==> src/rtl/simd_pkg.sv <==
// Shared constants and state encoding for the SIMD result path.
package simd_pkg;

    localparam int DATA_WIDTH_DEF  = 32;
    localparam int PE_ELEMENTS_DEF = 4;

    typedef enum logic [2:0] {
        IDLE,
        FETCH,
        LOAD,
        SEND,
        DONE
    } drain_state_t;

endpackage

==> src/rtl/row_serializer.sv <==
// Holds one captured result row and walks it out one lane at a time.
module row_serializer
    import simd_pkg::*;
#(
    parameter int DATA_WIDTH  = DATA_WIDTH_DEF,
    parameter int PE_ELEMENTS = PE_ELEMENTS_DEF
) (
    input  logic                              clk,
    input  logic                              rstn,
    input  logic                              load,
    input  logic [PE_ELEMENTS*DATA_WIDTH-1:0] row_in,
    input  logic                              ready,
    output logic [DATA_WIDTH-1:0]             lane_data,
    output logic                              last_lane
);

    localparam int LANE_W = (PE_ELEMENTS > 1) ? $clog2(PE_ELEMENTS) : 1;

    logic [PE_ELEMENTS*DATA_WIDTH-1:0] row_buf;
    logic [LANE_W-1:0]                 lane;

    always_ff @(posedge clk or negedge rstn) begin
        if (!rstn) begin
            row_buf <= '0;
            lane    <= '0;
        end else if (load) begin
            row_buf <= row_in;
            lane    <= '0;
        end else if (ready) begin
            lane <= last_lane ? '0 : lane + LANE_W'(1);
        end
    end

    assign last_lane = (lane == LANE_W'(PE_ELEMENTS - 1));
    assign lane_data = row_buf[int'(lane)*DATA_WIDTH +: DATA_WIDTH];

endmodule

==> src/rtl/result_drain.sv <==
// Reads rows from the result BRAM's spare port and streams them out lane by lane.
//   state | meaning
//   IDLE  | waiting for start; transfer parameters latched on start
//   FETCH | BRAM read issued for the current row
//   LOAD  | BRAM data captured into the serializer
//   SEND  | lanes of the row presented on the stream
//   DONE  | one-cycle completion pulse
module result_drain
    import simd_pkg::*;
#(
    parameter int  DATA_WIDTH      = DATA_WIDTH_DEF,
    parameter int  PE_ELEMENTS     = PE_ELEMENTS_DEF,
    parameter int  DRAM_DEPTH      = 256,
    localparam int DRAM_ADDR_WIDTH = $clog2(DRAM_DEPTH)
) (
    input  logic                              clk,
    input  logic                              rstn,
    input  logic                              start,
    input  logic [DRAM_ADDR_WIDTH-1:0]        base_addr,
    input  logic [DRAM_ADDR_WIDTH:0]          row_count,
    output logic                              ram_result_rd_en,
    output logic [DRAM_ADDR_WIDTH-1:0]        ram_result_read_addr,
    input  logic [PE_ELEMENTS*DATA_WIDTH-1:0] ram_result_read_data,
    output logic [DATA_WIDTH-1:0]             m_data,
    output logic                              m_valid,
    input  logic                              m_ready,
    output logic                              m_last,
    output logic                              busy,
    output logic                              done
);

    localparam int CNT_W = DRAM_ADDR_WIDTH + 1;

    drain_state_t                state, state_nxt;
    logic [DRAM_ADDR_WIDTH-1:0]  row_addr;
    logic [DRAM_ADDR_WIDTH-1:0]  next_addr;
    logic [CNT_W-1:0]            rows_left;
    logic                        accept;
    logic                        last_lane;
    logic [DATA_WIDTH-1:0]       lane_data;

    row_serializer #(
        .DATA_WIDTH  (DATA_WIDTH),
        .PE_ELEMENTS (PE_ELEMENTS)
    ) u_row_serializer (
        .clk       (clk),
        .rstn      (rstn),
        .load      (state == LOAD),
        .row_in    (ram_result_read_data),
        .ready     (accept),
        .lane_data (lane_data),
        .last_lane (last_lane)
    );

    // Explicit wrap so non-power-of-two depths still stay inside the RAM.
    assign next_addr = (row_addr == DRAM_ADDR_WIDTH'(DRAM_DEPTH - 1)) ?
                       '0 : row_addr + DRAM_ADDR_WIDTH'(1);

    always_ff @(posedge clk or negedge rstn) begin
        if (!rstn) begin
            state     <= IDLE;
            row_addr  <= '0;
            rows_left <= '0;
        end else begin
            state <= state_nxt;
            if (state == IDLE && start) begin
                row_addr  <= base_addr;
                rows_left <= row_count;
            end else if (accept && last_lane) begin
                rows_left <= rows_left - CNT_W'(1);
                row_addr  <= next_addr;
            end
        end
    end

    always_comb begin
        state_nxt        = state;
        ram_result_rd_en = 1'b0;
        m_valid          = 1'b0;
        busy             = 1'b1;
        done             = 1'b0;
        case (state)
            IDLE: begin
                busy = 1'b0;
                if (start) begin
                    state_nxt = (row_count == '0) ? DONE : FETCH;
                end
            end
            FETCH: begin
                ram_result_rd_en = 1'b1;
                state_nxt        = LOAD;
            end
            LOAD: begin
                state_nxt = SEND;
            end
            SEND: begin
                m_valid = 1'b1;
                if (m_ready && last_lane) begin
                    state_nxt = (rows_left > CNT_W'(1)) ? FETCH : DONE;
                end
            end
            DONE: begin
                done      = 1'b1;
                state_nxt = IDLE;
            end
            default: begin
                state_nxt = IDLE;
            end
        endcase
    end

    assign accept               = m_valid && m_ready;
    assign ram_result_read_addr = row_addr;
    assign m_data               = m_valid ? lane_data : '0;
    assign m_last               = m_valid && last_lane && (rows_left == CNT_W'(1));

endmodule

==> config.mk <==
export PLATFORM = sky130hd
export DESIGN_NAME = result_drain
export DESIGN_NICKNAME = d
export VERILOG_FILES = /design/src/rtl/simd_pkg.sv /design/src/rtl/row_serializer.sv /design/src/rtl/result_drain.sv
export SDC_FILE = /design/constraint.sdc
export NUM_CORES = 1
export LEC_CHECK = 0
export CAP_MARGIN = 20
export CORE_MARGIN = 10
export CORE_UTILIZATION = 50
export CTS_CLUSTER_SIZE = 12
export DETAILED_ROUTE_END_ITERATION = 16
export DONT_BUFFER_PORTS = 1
export PLACE_DENSITY_LB_ADDON = 0.15
export SYNTH_ARGS = -nofsm -noshare
export SYNTH_HDL_FRONTEND = slang
export SYNTH_SLANG_ARGS = --single-unit
==> constraint.sdc <==
create_clock -name clk -period 2.5 [get_ports clk]
set_clock_uncertainty 0.15 [all_clocks]
set_input_delay 0.625 -clock clk [delete_from_list [all_inputs] [get_ports clk]]
set_output_delay 0.625 -clock clk [all_outputs]
set_load 0.02 [all_outputs]
==> results of run 1 <==
## final cells by class
class / count / area share (%)
clock inverters: 11 / 1.524
repair buffers: 26 / 4.084
inverters: 6 / 0.2743
well taps: 180 / 2.743
multi-input cells: 314 / 40.05
flip-flops and latches: 150 / 45.75
clock buffers: 21 / 5.486
diodes: 3 / 0.09144
## critical path: cells and delay by family (launching register included)
family,cells,cell delay (ns)
flip-flops,1,0.37
AND/OR/NAND/NOR,4,1.16
## stage by stage
| stage | cells | hold slack, ns | instance area, um^2 | util, % | TNS [ns] |
|---|---|---|---|---|---|
| 6_report | 711 | -0.2549 | 8210 | 58.92 | -3.503 |
| 5_1_grt | 709 | -0.2782 | 8205 | 58.88 | -5.717 |
| 4_1_cts | 710 | -0.2724 | 8263 | 59.30 | -5.503 |
| 3_5_place_dp | 663 | 0.1843 | 7358 | 52.81 | 0 |
| 3_3_place_gp | 663 | 0.1844 | 7358 | 52.81 | 0 |
| 2_1_floorplan | 502 | 0.1794 | 7153 | - | 0 |
## worst min path at each step
| stage | end | slack, ns | cells past startpoint |
|---|---|---|---|
| floorplan | ram_result_read_addr[0] | 0.18 | 0 |
| global placement | ram_result_read_addr[4] | 0.18 | 0 |
| detailed placement | ram_result_read_addr[4] | 0.18 | 0 |
| CTS | ram_result_read_addr[4] | -0.27 | 0 |
| global route | rows_left[0] | -0.28 | 0 |
| finish | rows_left[8] | -0.25 | 0 |
## cell usage in the layout (no fill, tap or decap), drive strengths merged, types with 3 or more instances in the layout
cell type and n:
diode 3, a31oi 3, nand2 21, nor4 8, dfrtp 150, nand3 9, or2 3, clkinvlp 5
ha 4, nor2 8, buf 26, nand3b 3, o21ai 12, xnor2 9, mux4 32, clkinv 3
clkbuf 21, mux2 128, or3 3, nor3 10, and2 33, inv 7, a21oi 5
## kinds of logic (layout without fill, tap and decap cells)
| kind of cell | count (synthesis) | after routing |
|---|---|---|
| muxes | 160 | 160 |
| DFF | 150 | 150 |
| and+or+nand+nor | 110 | 110 |
| buffers and inverters | 38 | 64 |
| AOI/OAI and AO/OA | 31 | 31 |
| xor gates and xnor gates | 9 | 9 |
| adders and majority gates | 4 | 4 |
| other | 0 | 3 |
## repair_timing
item	4_1_cts	5_1_grt
buffers inserted	10	3
hold endpoints to repair	150	150
pin swaps	3	2
cloned	5	0
gates resized for setup	74	9
setup endpoints to repair	33	36
## metal layers
| metal | vias up | wire length (um) | global-route usage (%) |
|---|---|---|---|
| met5 | - | 41 | 0 |
| met4 | 6 | 142 | 4.891 |
| met3 | 20 | 1757 | 9.221 |
| met2 | 145 | 8538 | 28.44 |
| met1 | 2177 | 6886 | 20.91 |
| li1 | 1874 | - | - |
## power by group
part	leakage [nW]	switching, mW	total, mW	internal (mW)
combinational	1.23	2.76	6.16	3.41
clock	0.266	1.00	2.50	1.50
sequential	1.76	0.803	4.48	3.68
## flip-flops by register name, summed over array words and instances, names as in the netlist
name and count:
state 3, rows_left 9, u_row_serializer.lane 2, ram_result_read_addr 8, u_row_serializer.row_buf 128
==> flow_metrics.env, run 1 <==
export IMPL_status="finished with violations"
export IMPL_violations="negative hold slack, negative setup slack"
export IMPL_dieArea_um2=19490
export IMPL_io_pins=194
export IMPL_synth_largest_area_cell="dfrtp_1"
export IMPL_start_util_pct=51.33
export IMPL_hpwlAfterDp_um=11790
export IMPL_crit_path_end="m_last"
export IMPL_firstDrtPassIters=6
export IMPL_rows=43
export IMPL_core_um2=13930
export IMPL_wirelength_um=17370
export IMPL_clkLatencyLatePin_ns=0.42
export IMPL_setup_violations_final=33
export IMPL_finalMaxSlewViolations=0
export IMPL_grt_first_pass_wirelength_um=27460
export IMPL_clk_pin_slew_ns=0.06
export IMPL_antenna_found_initial=7
export IMPL_synth_compound_area_share_pct=2.781
export IMPL_rsz0062_at_grt="yes"
export IMPL_slowest_delay_ns=0.39
export IMPL_ys_ff_latch=150
export IMPL_r2r_cells=7
export IMPL_clockBufferDepth=2
export IMPL_cap_violations=0
export IMPL_postSynthAreaPerCell_um2=14.25
export IMPL_end_kind="output port"
export IMPL_drc=0
export IMPL_crit_path_start="rows_left[5]"
export IMPL_r2r_start="u_row_serializer.lane[0]"
export IMPL_crit_type="reg2out"
export IMPL_synth_simple_area_share_pct=9.760
export IMPL_synth_most_common_cell="dfrtp_1"
export IMPL_async_flop_share_pct=100.0
export IMPL_multi_input_area_um2=3288
export IMPL_synthXorXnorAreaFrac_pct=1.102
export IMPL_grt_overflow_total=0
export IMPL_syn_area_um2=7153
export IMPL_r2r_end="rows_left[7]"
export IMPL_hold_violations=150
export IMPL_regArea_um2=3756
export IMPL_fmax_mhz=367.6
export IMPL_netlist_top_cells_count="dfrtp_1 (150), mux2_2 (128), and2_1 (33)"
export IMPL_fin_crit_sh_pct=108.8
export IMPL_tightest_slew_ns=0.6502
export IMPL_wl_per_cell_um=24.42
export IMPL_ir_drop_v=0.0008085
export IMPL_clkSinkCount=150
export IMPL_drive_gt1_share_pct=50.19
export IMPL_critPathArrivalTime_ns=1.95
export IMPL_htreeDepth=4
export IMPL_area_growth_pct=14.78
export IMPL_cts_tree="yes"
export IMPL_die_w_um=139.6
export IMPL_tritoncts_num_buffers=17
export IMPL_synth_seq_area_share_pct=52.48
export IMPL_total_power_mw=13.14
export IMPL_grt_total_usage_pct=17.91
export IMPL_synth_edf_count=0
export IMPL_gp_congestion=0.8549
export IMPL_p_leak_nw=3.256
export IMPL_final_nets=668
export IMPL_grt_pass1_vias=4647
export IMPL_dieHeight_um=139.6
export IMPL_place_ws_ns=0.09136
export IMPL_p_per_area_nw_per_um2=1601
export IMPL_synthMuxAreaShare_pct=30.23
export IMPL_synth_top_family_by_area="multiplexers"
export IMPL_critPathMaxFanout=2
export IMPL_synthAdderAreaFrac_pct=0.6997
export IMPL_synth_flop_cell="dfrtp_1"
export IMPL_antenna_left=0
export IMPL_slowest_stage="or3_1"
export IMPL_required_ns=1.73
export IMPL_cp_start_kind="register"
export IMPL_period_needed_ns=2.720
export IMPL_layout_setup_ws_ns=-0.2200
export IMPL_grt_start_max_net_pins=151
export IMPL_yosysUniqueCellTypes=50
export IMPL_dr_first_iter_drc_count=213
export IMPL_synth_area_top_cells="dfrtp_1 (52%), mux2_2 (20%), mux4_2 (10%), and2_1 (2.9%), nand2_1 (1.1%)"
export IMPL_relSlewSlack_pct=56.47
export IMPL_cp_cell_sequence="or3_1 -> or3_4 -> nor3_4 -> and3_4"
export IMPL_timing_hold_ws_ns=-0.2549
export IMPL_nFillCells=1109
export IMPL_via_per_inst=5.938
export IMPL_syn_inst=502
export IMPL_synth_top_area_share_pct=52.48
export IMPL_mappedNetlistNets=655
export IMPL_ys_warn_count=0
export IMPL_hold_class="in2async"
export IMPL_port_buffers=0
export IMPL_cts_root_buf="clkbuf_16"
export IMPL_r2r_slack_ns=0.12
export IMPL_vias=4222
Note: power is estimated with default switching activity, not from simulation.
==> inputs of run 2 (changes only) <==
- CTS_CLUSTER_SIZE: 12 -> not set
==> results of run 2 <==
No change in the layout: final DEF, timing and power equal those of run 1.
==> inputs of run 3 (changes only) <==
- CORE_MARGIN: 10 -> not set
==> run 3 against run 2 <==
  * Via count is 0.28% lower
  * Design area is 0.38% higher
  * Flip-flop and latch count stayed put
  * Register-to-register slack better by 0.09 ns
  * The run still ends with negative hold slack, negative setup slack left
  * Cell count is 0.14% lower
  * Sequential power hardly changed
==> flow_metrics.env, run 3 (synthesis results as in run 1) <==
export IMPL_critPathArrivalTime_ns=2.00
export IMPL_clkSinkCount=150
export IMPL_antenna_found_initial=2
export IMPL_rsz0062_at_grt="yes"
export IMPL_regArea_um2=3756
export IMPL_rows=43
export IMPL_finalSetupTns_ns=-3.229
export IMPL_final_cells=710
export IMPL_gp_congestion=0.8452
export IMPL_placed_area_um2=7361
export IMPL_crit_type="reg2out"
export IMPL_hpwlAfterDp_um=9836
export IMPL_relSlewSlack_pct=71.72
export IMPL_critPathMaxFanout=2
export IMPL_end_kind="output port"
export IMPL_dp_cells=665
export IMPL_antenna_left=0
export IMPL_htreeDepth=4
export IMPL_final_nets=668
export IMPL_dieArea_um2=14790
export IMPL_dieHeight_um=121.6
export IMPL_multi_input_area_um2=3291
export IMPL_place_ws_ns=0.08785
export IMPL_top_register="u_row_serializer.row_buf"
export IMPL_cap_violations=0
export IMPL_postLayoutCellArea_um2=8242
export IMPL_cts_tree="yes"
export IMPL_via_per_inst=5.930
export IMPL_vias=4210
export IMPL_grt_overflow_total=0
export IMPL_setup_violations_final=33
export IMPL_fmax_mhz=360.9
export IMPL_start_util_pct=51.33
export IMPL_clockBufferDepth=2
export IMPL_timing_hold_ws_ns=-0.2446
export IMPL_drc=0
export IMPL_mostFrequentLayoutCells="dfrtp_1 (148), mux2_2 (128), mux4_2 (32), and2_4 (32), nand2_1 (21)"
export IMPL_hold_class="in2async"
export IMPL_largest_reg_flops=128
export IMPL_die_w_um=121.6
export IMPL_ir_drop_v=0.0008439
export IMPL_final_common_cell="dfrtp_1"
export IMPL_tightest_slew_ns=0.4242
export IMPL_nFillCells=1090
export IMPL_wirelength_um=15310
export IMPL_drive_gt1_share_pct=50.19
export IMPL_dr_first_iter_drc_count=156
export IMPL_layout_setup_ws_ns=-0.2712
export IMPL_period_needed_ns=2.771
export IMPL_grt_pass1_vias=4574
export IMPL_grt_start_max_net_pins=151
export IMPL_cp_start_kind="register"
export IMPL_firstDrtPassIters=4
export IMPL_status="finished with violations"
export IMPL_p_per_area_nw_per_um2=1600
export IMPL_clkLatencyLatePin_ns=0.41
export IMPL_grt_first_pass_wirelength_um=24200
export IMPL_tritoncts_num_buffers=17
export IMPL_r2r_cells=8
export IMPL_total_power_mw=13.19
export IMPL_cts_root_buf="clkbuf_16"
export IMPL_area_growth_pct=15.22
export IMPL_port_buffers=0
export IMPL_core_um2=13930
export IMPL_violations="negative hold slack, negative setup slack"
export IMPL_clk_pin_slew_ns=0.06
export IMPL_grt_total_usage_pct=22.03
export IMPL_io_pins=194
export IMPL_hold_violations=150
export IMPL_p_leak_nw=3.275
export IMPL_wl_per_cell_um=21.56
export IMPL_fin_util_pct=59.15
export IMPL_required_ns=1.73
export IMPL_fin_crit_sh_pct=110.8
export IMPL_finalMaxSlewViolations=0
-- run 3: cell types whose count changed in the layout (fill, tap and decap cells not counted) --
cell,change
buf_4,+1
diode_2,-1
buf_8,-4
or3_4,+1
nand2_1,+1
clkinv_4,+1
bufinv_16,+1
clkinvlp_4,-2
nand2_2,-1
or3_1,-1
buf_12,+3
-- run 3: final cells by class --
| class | instances | share of cell area, % |
|---|---|---|
| Antenna cell | 2 | 0.06073 |
| Multi-Input combinational cell | 314 | 39.93 |
| Inverter | 6 | 0.2733 |
| Clock inverter | 11 | 1.807 |
| Clock buffer | 21 | 5.465 |
| Sequential cell | 150 | 45.57 |
| Tap cell | 180 | 2.733 |
| Timing Repair Buffer | 26 | 4.160 |
-- run 3: final timing paths --
path	from	end	slack (ns)
min in group clk	row_count[0]	rows_left[0]	0.18
max in group asynchronous	rstn	u_row_serializer.row_buf[45]	2.22
setup reg to reg	u_row_serializer.lane[0]	rows_left[7]	0.21
hold / removal	rstn	ram_result_read_addr[4]	-0.24
setup / recovery	rows_left[6]	m_last	-0.27
hold reg to reg	u_row_serializer.row_buf[95]	u_row_serializer.row_buf[95]	0.35
-- run 3: power breakdown --
group	internal, mW	switching, mW
Clock	1.60	0.994
Combinational	3.42	2.70
Sequential	3.68	0.790
-- run 3: metal layers --
layer | part of all wire, % | vias up | global-route usage, %
li1 | - | 1880 | -
met1 | 41 | 2155 | 27.41
met2 | 49 | 157 | 34.91
met3 | 8.3 | 18 | 9.036
met4 | 1.2 | 0 | 7.253
met5 | 0 | - | 0
-- run 3: worst max-delay path, cell delays in order, from the launching register on --
cell     delay [ns]
dfrtp_1        0.39
or3_4          0.40
or3_4          0.41
nor3_4         0.13
and3_4         0.25
-- run 3: timing repair --
action,CTS,global route
endpoints found under the setup margin,33,34
hold endpoints to repair,150,150
gates resized for setup,73,6
cloned,3,0
pin swaps,3,1
setup buffers,7,2
